`src/rtl/uart_pkg.sv`:
```
// Shared UART definitions: receiver/transmitter state encoding and bit-timing constants.
package uart_pkg;

  typedef enum logic [1:0] {
    StIdle  = 2'd0,
    StStart = 2'd1,
    StData  = 2'd2,
    StStop  = 2'd3
  } uart_state_e;

  localparam int unsigned DefClkMhz   = 50;
  localparam int unsigned DefBaud     = 115200;
  localparam int unsigned DefIdleBits = 20;

  // Clocks per bit, truncated.
  function automatic int unsigned bit_cycles(input int unsigned clk_mhz,
                                             input int unsigned baud);
    return (clk_mhz * 32'd1_000_000) / baud;
  endfunction

  localparam int unsigned Cycle     = bit_cycles(DefClkMhz, DefBaud);
  localparam int unsigned IdleTicks = DefIdleBits * Cycle;
  localparam int unsigned CntWidth  = $clog2(Cycle);
  localparam int unsigned IdleWidth = $clog2(IdleTicks + 1);

endpackage

```
`src/rtl/uart_rx_sync.sv`:
```
// Two-flop synchronizer for the raw UART line plus falling-edge detect.
module uart_rx_sync (
  input  logic clk,
  input  logic rst_n,
  input  logic rx_pin,
  output logic line,
  output logic fall
);

  // [0]=sync1, [1]=sync2, [2]=sync3; reset high so release never looks like a start edge.
  logic [2:0] sync_q;

  always_ff @(posedge clk or negedge rst_n) begin
    if (!rst_n) begin
      sync_q <= 3'b111;
    end else begin
      sync_q <= {sync_q[1:0], rx_pin};
    end
  end

  assign line = sync_q[1];
  assign fall = sync_q[2] & ~sync_q[1];

endmodule

```
`src/rtl/uart_frame_rx.sv`:
```
// 8N1 UART byte receiver with a one-deep output register and idle-gap frame delimiting.
module uart_frame_rx
  import uart_pkg::*;
#(
  parameter int unsigned CLK_FRE    = DefClkMhz,
  parameter int unsigned BAUD_RATE  = DefBaud,
  parameter int unsigned IDLE_CYCLE = DefIdleBits
) (
  input  logic       clk,
  input  logic       rst_n,
  input  logic       rx_pin,
  output logic [7:0] rx_data,
  output logic       rx_data_valid,
  input  logic       rx_data_ready,
  output logic       rx_ack,
  output logic       rx_frame_ack,
  output logic       rx_frame_err,
  output logic       rx_overrun
);

  localparam int unsigned CycleLen = bit_cycles(CLK_FRE, BAUD_RATE);
  localparam int unsigned IdleLen  = IDLE_CYCLE * CycleLen;
  localparam int unsigned CntW     = $clog2(CycleLen);
  localparam int unsigned IdleW    = $clog2(IdleLen + 1);

  localparam logic [CntW-1:0]  SampleAt = CntW'(CycleLen / 2 - 1);
  localparam logic [CntW-1:0]  LastCnt  = CntW'(CycleLen - 1);
  localparam logic [IdleW-1:0] IdleFull = IdleW'(IdleLen);

  logic line, fall;

  uart_rx_sync u_sync (
    .clk    (clk),
    .rst_n  (rst_n),
    .rx_pin (rx_pin),
    .line   (line),
    .fall   (fall)
  );

  uart_state_e      state_q, state_d;
  logic [CntW-1:0]  cnt_q, cnt_d;
  logic [2:0]       bit_cnt_q, bit_cnt_d;
  logic [7:0]       shift_q, shift_d;
  logic [7:0]       data_q, data_d;
  logic             valid_q, valid_d;
  logic             err_q, err_d;
  logic             ovr_q, ovr_d;
  logic             pending_q, pending_d;
  logic [IdleW-1:0] idle_q, idle_d;

  logic sample, last, load, bad_stop, accept, frame_fire;

  assign sample     = (cnt_q == SampleAt);
  assign last       = (cnt_q == LastCnt);
  assign accept     = valid_q & rx_data_ready;
  assign frame_fire = (idle_q == IdleFull) & pending_q & ~valid_q;

  always_comb begin
    state_d   = state_q;
    cnt_d     = cnt_q;
    bit_cnt_d = bit_cnt_q;
    shift_d   = shift_q;
    load      = 1'b0;
    bad_stop  = 1'b0;

    unique case (state_q)
      StIdle: begin
        if (fall) begin
          state_d = StStart;
          cnt_d   = '0;
        end
      end
      StStart: begin
        cnt_d = cnt_q + CntW'(1);
        if (sample && line) begin
          state_d = StIdle;
        end else if (last) begin
          state_d   = StData;
          cnt_d     = '0;
          bit_cnt_d = '0;
        end
      end
      StData: begin
        cnt_d = cnt_q + CntW'(1);
        if (sample) begin
          shift_d[bit_cnt_q] = line;
        end
        if (last) begin
          cnt_d     = '0;
          bit_cnt_d = bit_cnt_q + 3'd1;
          if (bit_cnt_q == 3'd7) begin
            state_d = StStop;
          end
        end
      end
      StStop: begin
        cnt_d = cnt_q + CntW'(1);
        // Leave at mid-stop so a back-to-back start edge is not missed.
        if (sample) begin
          state_d  = StIdle;
          load     = line;
          bad_stop = ~line;
        end
      end
      default: state_d = StIdle;
    endcase
  end

  always_comb begin
    data_d    = data_q;
    valid_d   = valid_q;
    pending_d = pending_q;
    idle_d    = idle_q;
    err_d     = bad_stop;
    ovr_d     = 1'b0;

    // Accept is applied before load, so a same-cycle pair is never an overrun.
    if (accept) begin
      valid_d   = 1'b0;
      pending_d = 1'b1;
    end
    if (load) begin
      data_d  = shift_q;
      valid_d = 1'b1;
      ovr_d   = valid_q & ~accept;
    end

    if (frame_fire) begin
      pending_d = 1'b0;
    end

    if (fall || frame_fire) begin
      idle_d = '0;
    end else if (state_q == StIdle && line && idle_q != IdleFull) begin
      idle_d = idle_q + IdleW'(1);
    end
  end

  always_ff @(posedge clk or negedge rst_n) begin
    if (!rst_n) begin
      state_q   <= StIdle;
      cnt_q     <= '0;
      bit_cnt_q <= '0;
      shift_q   <= '0;
      data_q    <= '0;
      valid_q   <= 1'b0;
      err_q     <= 1'b0;
      ovr_q     <= 1'b0;
      pending_q <= 1'b0;
      idle_q    <= '0;
    end else begin
      state_q   <= state_d;
      cnt_q     <= cnt_d;
      bit_cnt_q <= bit_cnt_d;
      shift_q   <= shift_d;
      data_q    <= data_d;
      valid_q   <= valid_d;
      err_q     <= err_d;
      ovr_q     <= ovr_d;
      pending_q <= pending_d;
      idle_q    <= idle_d;
    end
  end

  assign rx_data       = data_q;
  assign rx_data_valid = valid_q;
  assign rx_ack        = accept;
  assign rx_frame_ack  = frame_fire;
  assign rx_frame_err  = err_q;
  assign rx_overrun    = ovr_q;

endmodule

```
`config.mk`:
```
export PLATFORM = sky130hd
export DESIGN_NAME = uart_frame_rx
export DESIGN_NICKNAME = d
export VERILOG_FILES = /design/src/rtl/uart_pkg.sv /design/src/rtl/uart_rx_sync.sv /design/src/rtl/uart_frame_rx.sv
export SDC_FILE = /design/constraint.sdc
export NUM_CORES = 1
export LEC_CHECK = 0
export BUFFER_PORTS_ARGS = -buffer_cell sky130_fd_sc_hd__buf_2
export CAP_MARGIN = 10
export CORE_MARGIN = 2
export CORE_UTILIZATION = 54
export CTS_CLUSTER_DIAMETER = 200
export DETAILED_ROUTE_END_ITERATION = 8
export GPL_ROUTABILITY_DRIVEN = 1
export PLACE_DENSITY = 0.75
export SLEW_MARGIN = 20
export SYNTH_ARGS = -nofsm -noshare
export SYNTH_HDL_FRONTEND = slang
export SYNTH_SLANG_ARGS = --single-unit
```
`constraint.sdc`:
```
create_clock -name clk -period 2.15 [get_ports clk]
set_clock_uncertainty 0.2 [all_clocks]
set_input_delay 0.215 -clock clk [delete_from_list [all_inputs] [get_ports clk]]
set_output_delay 0.215 -clock clk [all_outputs]
set_load 0.005 [all_outputs]
```
Word level (Yosys, flattened, before mapping)
Index checks and enable logic that the tools add are counted.
{"block": "totals", "elab_cells": 81, "ff_bits": 51, "in_bits": 4}
{"block": "classes", "order_cmp": 2, "eq_ne": 15, "reduce_logical": 13, "n_addsub": 3, "muxes": 29, "bitwise": 8}
{"op": "case mux 9 bit (4 select lines)", "count": 1}
{"op": "2-to-1 mux 14 bit", "count": 2}
{"op": "2-to-1 mux 9 bit", "count": 3}
{"op": "adder 14 x 1 -> 14 bit, second input constant", "count": 1}
{"op": "== test 14 bit, second input constant", "count": 1}
{"op": "!= test 14 bit, second input constant", "count": 1}
{"op": "2-to-1 mux 2 bit", "count": 6}
{"op": "!= test 2 bit, second input constant", "count": 6}
{"op": "2-to-1 mux 1 bit", "count": 10}
{"op": "adder 9 x 1 -> 9 bit, second input constant", "count": 1}
{"op": "== test 9 x 8 -> 1 bit, second input constant", "count": 1}
{"op": "== test 9 bit, second input constant", "count": 1}
{"op": "2-to-1 mux 3 bit", "count": 3}
{"op": "bitwise mux 8 bit", "count": 1}
{"op": "case mux 2 bit (4 select lines)", "count": 1}
{"op": "nonzero test 2 bit", "count": 4}
{"op": "case mux 3 bit (2 select lines)", "count": 1}
{"op": "bitwise AND 1 bit", "count": 5}
{"op": "AND reduction 5 bit", "count": 1}
{"op": "== test 2 bit, second input constant", "count": 2}
{"op": "logical AND 1 bit", "count": 4}
{"op": "< comparator 3 x 4 -> 1 bit, second input constant", "count": 1}
{"op": "AND reduction 4 bit", "count": 1}
{"op": "adder 3 x 1 -> 3 bit, second input constant", "count": 1}
{"op": "9 further kinds", "count": 11}

Longest topological paths before layout
Gate-level depths: netlist of the first run.
{"block": "depth", "depth_word": 5, "mapped_depth": 7, "depth_no_buf": 6}

Cells and area by module
A second synthesis of the first run with hierarchy kept.
{"block": "hier_totals", "cells_unflattened": 255, "area_unflattened_um2": 2620.0}
{"mod": "uart_frame_rx", "area_each_um2": 2527.4, "cells_each": 251, "seq_area_each_um2": 1201.2, "instances": 1}
{"mod": "uart_rx_sync", "area_each_um2": 92.6, "cells_each": 4, "seq_area_each_um2": 78.8, "instances": 1}

Least setup slack after synthesis of the first run
No wires, ideal clock.
{"block": "synth_path", "path_type": "reg2reg", "startpoint": "register u_sync.sync_q[1]", "endpoint": "register idle_q[13]", "required_time_ns": 1.872, "n_path_buf": 2, "synth_period_minus_slack_ns": 2.245, "stages_incl_launch_ff": 7, "setup_ns": 0.078, "path_slack_ns": -0.095, "t_arrival_ns": 1.967, "path_cell_list": "dfstp_2 or3b_1 buf_2 or4_1 buf_2 or3_1 a21oi_1"}
{"block": "synth_via", "elab_chain_cells": 4, "word_cells_on_any_way": 7, "cone_classes": "mux (1); bitwise (2); reduce/logical (4)"}
{"item": "from (decl)", "line": "uart_rx_sync.sv:11", "text": "logic [2:0] sync_q;"}
{"item": "from (signal assigned)", "line": "uart_rx_sync.sv:17", "text": "sync_q <= {sync_q[1:0], rx_pin};"}
{"item": "inverter 1 bit", "line": "uart_rx_sync.sv:22", "text": "assign fall = sync_q[2] & ~sync_q[1];"}
{"item": "bitwise AND 1 bit", "line": "uart_rx_sync.sv:22"}
{"item": "logical OR 1 bit", "line": "uart_frame_rx.sv:132", "text": "if (fall || frame_fire) begin"}
{"item": "2-to-1 mux 14 bit or nonzero test 2 bit (tied branches)"}
{"item": "to (signal assigned)", "line": "uart_frame_rx.sv:161", "text": "idle_q <= idle_d;"}
{"item": "to (decl)", "line": "uart_frame_rx.sv:49", "text": "logic [IdleW-1:0] idle_q, idle_d;"}
Parallel ways exist; a longest one is shown, timed or not.
A chain may end at the register's enable or synchronous reset.

Worst setup path in the final report of the first run
{"block": "layout_path", "startpoint": "register u_sync.sync_q[1]", "endpoint": "register idle_q[6]"}
Same word-level chain as after synthesis.

==> results of run 1 <==
-- registers in the layout, indices dropped and copies added (netlist names), named ones only --
name and cells:
pending_q 1, cnt_q 9, idle_q 14, state_q 1
rx_overrun 1, rx_data_valid 1, rx_data 8, rx_frame_err 1
shift_q 8, bit_cnt_q 3, u_sync.sync_q 3
-- final cells by class --
| class | instances | area, um2 |
|---|---|---|
| Fill cell | 376 | 1640 |
| Multi-Input combinational cell | 180 | 1280 |
| Sequential cell | 51 | 1280 |
| Timing Repair Buffer | 44 | 298 |
| Clock buffer | 6 | 72.6 |
| Tap cell | 54 | 67.6 |
| Inverter | 8 | 30.0 |
| Clock inverter | 2 | 13.8 |
-- worst max-delay path: stages (launching register included) --
cell     delay (ns)
dfstp_2        0.53
buf_4          0.18
nor3b_2        0.21
buf_4          0.18
nand2_1        0.11
or4_1          0.47
a21oi_1        0.16
-- worst max-delay path by stage --
stage	startpoint	endpoint	slack [ns]
2_1_floorplan	u_sync.sync_q[1]$_DFF_PN1_	idle_q[13]$_DFFE_PN0P_	-0.08
3_3_place_gp	u_sync.sync_q[1]$_DFF_PN1_	idle_q[13]$_DFFE_PN0P_	0.08
3_5_place_dp	u_sync.sync_q[1]$_DFF_PN1_	idle_q[13]$_DFFE_PN0P_	-0.01
4_1_cts	idle_q[0]$_DFFE_PN0P_	idle_q[12]$_DFFE_PN0P_	0.03
5_1_grt	idle_q[2]$_DFFE_PN0P_	rx_frame_ack	-0.08
6_report	u_sync.sync_q[1]$_DFF_PN1_	idle_q[6]$_DFFE_PN0P_	0.04
-- cell usage in the layout (no fill, tap or decap), types with 4 or more instances in the layout --
| cell | count |
|---|---|
| nor3_1 | 5 |
| a21o_1 | 4 |
| nor2_1 | 9 |
| or4_1 | 6 |
| inv_1 | 8 |
| buf_2 | 16 |
| mux2_2 | 16 |
| o21ai_0 | 14 |
| buf_4 | 25 |
| nor2b_1 | 6 |
| clkbuf_8 | 5 |
| a22oi_1 | 4 |
| o31ai_1 | 6 |
| nand3_1 | 14 |
| a21oi_1 | 12 |
| or3_1 | 4 |
| nand2_1 | 16 |
| dfrtp_1 | 47 |
| ha_1 | 7 |
| nand4_1 | 7 |
-- Yosys cell counts, types with 3 or more instances --
cell type	number
nor3b_1	4
a22oi_1	4
or2_2	3
xor2_1	3
nand4_1	7
dfstp_2	3
o31ai_1	7
a21o_1	4
or3_1	5
o21ai_0	14
nand3_1	14
nor2b_1	6
nor3_1	5
dfrtp_1	48
nor4_1	3
and2_1	3
a21oi_1	13
nor2_1	9
clkbuf_1	8
inv_1	8
ha_1	7
nand2_1	16
and3_1	3
or4_1	7
mux2_2	16
-- cells by family (layout without fill, tap and decap cells) --
family                   after synthesis  count (layout)  share of synthesized area [%]
AO/OA/AOI/OAI                         56              56                           13.9
XOR/XNOR                               4               4                           1.35
multiplexers                          17              17                           7.33
flip-flops                            51              51                           49.3
buffers and inverters                 20              60                           3.33
adder cells (fa/ha/maj)                7               7                           3.37
AND/OR/NAND/NOR                       96              96                           21.4
-- per-stage QoR --
step	setup TNS (ns)	std cells	hold WS, ns	cell area [um2]
2_1_floorplan	-0.233	251	-0.281	2610
3_3_place_gp	0	334	0.122	2880
3_5_place_dp	-0.0140	334	0.124	2880
4_1_cts	0	345	0.162	3010
5_1_grt	-0.245	345	0.162	3050
6_report	0	345	0.162	3050
-- where the power goes --
group	switching [uW]	leakage [uW]	internal, uW	total, uW
clock network	307	0.0000452	230	537
logic	232	0.000643	202	434
registers	40.5	0.000686	1020	1060
total	579	0.00137	1450	2030
-- routing by layer --
| metal | routed length, um | vias up | GRT usage (%) | share of wire [%] |
|---|---|---|---|---|
| met2 | 2790 | 26 | 39.0 | 52 |
| met1 | 2350 | 1002 | 26.0 | 44 |
| li1 | - | 1006 | - | - |
| met3 | 154 | 9 | 6.04 | 2.9 |
| met5 | 0 | - | 0 | 0 |
| met4 | 91 | 0 | 9.09 | 1.7 |
-- repair_timing --
| item | in CTS | in global routing |
|---|---|---|
| hold endpoints to repair | 51 | 0 |
| gates resized for setup | 2 | 9 |
| setup endpoints to repair | 4 | 15 |
| hold buffers | 3 | 0 |
| gates cloned | 0 | 0 |
| pin swaps | 0 | 2 |
==> results by group, run 1 <==
CTS
  – Worst skew pair latency: about 0.3 ns
  – Clock tree buffer depth: 2
  – H-tree depth: 2
  – Setup Fix Bufs, Post-CTS: 0
  – CTS tree: built
  – Clock tree root buffer cell: clkbuf_8
  – Clock sinks: 51
  – Num CTS Buffers: 5
  – Clk slew on worst S/H paths: approximately 0.09 ns

Drt
  – Via density: a little under 6
  – First drt pass iteration count: 4
  – Routed Antenna Nets: 0
  – WL final: between 5000 and 6000 um
  – DRC: 0
  – Wire per inst: 15.6 um
  – DR vias: 2043
  – DR iter-0 viols: 93

Synth
  – Synth area leaders: dfrtp_1, mux2_2, ha_1, dfstp_2, nand3_1
  – Post-synthesis register bit count: 51
  – Post-synthesis sequential area ratio: 49.3%
  – Synth unique cells: 47
  – Total of warnings raised by yosys: 0
  – Post-synth top area cell: dfrtp_1
  – Post-Syn Area: 2600 um2
  – Mean Syn Cell Area: 10.3 um2
  – EDFF count, synth: 0
  – Main synth FF type: dfrtp_1
  – Top cell type's share of synthesized area: between 40% and 50%
  – Asr flop ratio synth: 100%
  – Syn nets: between 200 and 300
  – Gate Count Post-Synth: 251

Global routing
  – Total grt overflow: 0
  – First-pass GRT wire length: just over 9000 um
  – GRT Resource Usage Total: roughly 22%
  – Antenna violations before repair: 0
  – Via count of the first global-routing pass: between 2000 and 2500
  – Pin count of the biggest net entering global routing: between 50 and 60

Worst hold path
  – Hold Path Depth: 0
  – Hold wc startpoint: u_sync.sync_q[0]$_DFF_PN1_
  – Hold EP: u_sync.sync_q[1]$_DFF_PN1_
  – Hold WC Path Type: register to register

Die
  – DIE AREA: approximately 5400 um2
  – I/O pins: 17
  – Die Span X: 73.3 um
  – Num rows: 25
  – Core area: 4690 um2
  – Die height: between 70 and 80 um
  – Initial Utilization: 55.3%

Setup path
  – R2R depth: 6
  – Flop2flop setup slack: around 0.038 ns
  – Worst R2R Start: u_sync.sync_q[1]$_DFF_PN1_
  – Crit end category: register
  – Crit Path Category: register to register
  – CP arrival: 2.15 ns
  – Critical Path RT: about 2.2 ns
  – Worst setup SP type: register
  – R2R Path End: idle_q[6]$_DFFE_PN0P_
  – Maximum fanout along the worst path: 15

Placed design
  – I/O Buffers: 16
  – Post-place setup slack: -0.0127 ns
  – Global placer's final weighted congestion: a little under 0.9
  – Hpwl dp: 3860 um

Layout
  – Final Net Count: approximately 300
  – Share of cells above drive strength 1: 28.5%
  – Layout area overhead: 17.4%
  – ANT cells: 0
  – Core Util, Final: 65.0%

STA
  – Final Hold Fails: 0
  – Fmax: ~0.47 GHz
  – Worst-margin pin slew: ~0.64 ns
  – Slew Viols, Final: 0
  – Rel. slew slack: 57.4%
  – Final Critical Period: 2.11 ns
  – Setup Viol. Count Final: 0
  – RSZ-0062 raised after global routing: true
  – Final setup margin: ~0.038 ns
  – Post-route clock period utilization: slightly below 100%

Pwr
  – P_leak: approximately 0.0014 uW
  – P per Cell Area: roughly 670 nW/um2
  – Worst VDD drop: ~0.00052 V
  – Final total power: 2030 uW

Flow run
  – Max-cap violations: 0

Status
  – Status: finished clean
No activity file was read; power rests on OpenSTA's default activity.
==> run 2, diff against run 1 <==
Settings changed: CELL_PAD_IN_SITES_DETAIL_PLACEMENT set to 0, CELL_PAD_IN_SITES_GLOBAL_PLACEMENT set to 2, CORE_UTILIZATION 54 to 35, PLACE_DENSITY 0.75 to unset, PLACE_DENSITY_LB_ADDON set to 0.1.
==> run 2 against run 1 <==
  * Combinational power hardly changed
  * First-iteration DRC count is 12% higher
  * Fmax is 0.17% higher
  * Wire length is 5.8% higher
  * Critical path type unchanged
  * Critical endpoint is now idle_q[9]$_DFFE_PN0P_
==> results by group, run 2 (synthesis results as in run 1) <==
STA
  – TNS Setup: 0 ns (unchanged)
  – Post-route clock period utilization: 98.1% (-0.17 points)
  – Rel. slew slack: 55.2% (-2.2 points)
  – Worst-margin pin slew: 0.672 ns (+0.0335 ns)
  – Final Critical Period: 2.11 ns (-0.00361 ns)
  – Fmax: 0.474 GHz (+0.17%)
  – Final setup margin: 0.0412 ns (+0.00361 ns)
  – Setup Viol. Count Final: 0 (unchanged)
  – RSZ-0062 raised after global routing: true
  – Final Hold Fails: 0 (unchanged)
  – Slew Viols, Final: 0 (unchanged)

Drt
  – DR iter-0 viols: 104 (+12%)
  – Routed Antenna Nets: 0 (unchanged)
  – WL final: 5700 um (+5.8%)
  – DR vias: 2055 (+0.59%)
  – DRC: 0 (unchanged)
  – First drt pass iteration count: 4 (unchanged)
  – Wire per inst: 14.4 um (-7.8%)
  – Via density: 5.19 (-12%)

Global routing
  – M1 GR Usage: 20.4% (-5.6 points)
  – Total grt overflow: 0 (unchanged)
  – Pin count of the biggest net entering global routing: 52 (unchanged)
  – GRT Resource Usage Total: 15.2% (-7.2 points)
  – Busiest grt layer: met2
  – Antenna violations before repair: 0 (unchanged)
  – Met2 Use GR: 25.4% (-14 points)
  – Met3 usage: 2.51% (-3.5 points)
  – Via count of the first global-routing pass: 2084 (-1.4%)
  – First-pass GRT wire length: 10200 um (+9.7%)

Setup path
  – Cell Chain, Critical Path: or3b_4 -> or4_4 -> or3_4 -> a21oi_2
  – CP bufs+invs: 0 (-2)
  – Crit end category: register
  – CP arrival: 2.14 ns (about the same)
  – Critical Path Max Stage Delay: 0.54 ns (about the same)
  – Worst setup SP type: register
  – Delay-heaviest family, CP: simple AND/OR/NAND/NOR gates
  – Crit Path Category: register to register
  – R2R depth: 4 (-2)
  – Number of cells on the critical path: 4 (-2)
  – Crit-path slowest cell: dfstp_2
  – Critical Path RT: 2.19 ns (about the same)
  – Maximum fanout along the worst path: 7 (-8)

Layout
  – Layout area overhead: 22.4%
  – Final Net Count: 307 (+2.0%)
  – Commonest non-fill, non-tap cell in the layout: dfrtp_1
  – Max reg flops: 14 (unchanged)
  – Largest reg by FF count: idle_q
  – ANT cells: 0 (unchanged)
  – Regs by FF count: idle_q x14, cnt_q x9
  – Final instance area: 3180 um2 (+4.2%)
  – Leading cell types in the layout, fill and taps excluded: dfrtp_1, buf_4, nand2_1, mux2_2, buf_2
  – Share of cells above drive strength 1: 31.3% (+2.8 points)

Pwr
  – P_leak: 0.00141 uW (+2.6%)
  – Final total power: 2090 uW (+2.9%)
  – Worst VDD drop: 0.000401 V (-22%)
  – P per Cell Area: 658 nW/um2 (-1.3%)

Die
  – Die Span X: 90.1 um (+23%)
  – DIE AREA: 8120 um2 (+51%)
  – I/O pins: 17 (unchanged)
  – Initial Utilization: 36.0% (-19 points)
  – Num rows: 31 (+24%)
  – Die height: 90.1 um (+23%)
  – Core area: 7210 um2 (+54%)

Worst hold path
  – Hold WC Path Type: register to register
  – Hold Path Depth: 0 (unchanged)

CTS
  – CTS tree: built
  – Worst skew pair latency: 0.31 ns (about the same)
  – Clock tree buffer depth: 2 (unchanged)
  – Clk slew on worst S/H paths: 0.10 ns (about the same)
  – Num CTS Buffers: 5 (unchanged)
  – Clock tree root buffer cell: clkbuf_8
  – H-tree depth: 2 (unchanged)
  – Clock sinks: 51 (unchanged)

Placed design
  – Global placer's final weighted congestion: 0.790 (-11%)
  – Placed Area: 2970 um2 (+3.0%)
  – Hpwl dp: 4050 um (+4.8%)
  – I/O Buffers: 16 (unchanged)
  – Post-place setup slack: -0.00684 ns (+0.00586 ns)

Flow run
  – Max-cap violations: 0 (unchanged)

Status
  – Status: finished clean
-- run 2: area by class of cell --
class / instances / area [um2]
Tap cell: 99 / 124
Clock inverter: 2 / 16.3
Timing Repair Buffer: 50 / 350
Fill cell: 733 / 4040
Sequential cell: 51 / 1280
Clock buffer: 6 / 82.6
Multi-Input combinational cell: 180 / 1290
Inverter: 8 / 30.0
-- run 2: stage by stage --
stage	hold WS, ns	util (%)	instances
after floorplan	-0.281	-	251
after global placement	0.123	41.2	383
after detailed placement	0.124	41.2	383
after CTS	0.177	43.1	395
after global routing	0.173	44.0	396
final	0.165	44.0	396
-- run 2: final timing paths --
kind | from | endpoint | slack, ns
worst min register to register | u_sync.sync_q[0]$_DFF_PN1_ | u_sync.sync_q[1]$_DFF_PN1_ | 0.17
max in group asynchronous | rst_n | state_q[0]$_DFFE_PN0P_ | 0.93
worst min-delay path | u_sync.sync_q[0]$_DFF_PN1_ | u_sync.sync_q[1]$_DFF_PN1_ | 0.17
min in group asynchronous | rst_n | idle_q[6]$_DFFE_PN0P_ | 0.34
worst max-delay path | u_sync.sync_q[1]$_DFF_PN1_ | idle_q[9]$_DFFE_PN0P_ | 0.04
worst max register to register | u_sync.sync_q[1]$_DFF_PN1_ | idle_q[9]$_DFFE_PN0P_ | 0.04
-- run 2: power by group --
part / switching [uW] / internal, uW
clock network: 333 / 263
registers: 42.3 / 1020
logic: 229 / 204
total: 604 / 1490
-- run 2: timing repair --
item / CTS / global route
setup buffers: 1 / 1
endpoints found under the setup margin: 4 / 21
endpoints found under the hold margin: 51 / 0
hold buffers: 3 / 0
gates resized for setup: 1 / 16
pin swaps: 0 / 3
-- run 2: routing by layer --
layer | wire (um) | up-vias | part of all wire, %
li1 | - | 1031 | -
met1 | 2650 | 997 | 46
met2 | 2900 | 21 | 51
met3 | 89 | 6 | 1.6
met4 | 66 | 0 | 1.2
met5 | 0 | - | 0
-- run 2: worst register-to-register path: stages (launching register included) --
cell and delay (ns):
dfstp_2 0.54, or3b_4 0.38, or4_4 0.47, or3_4 0.35
a21oi_2 0.11
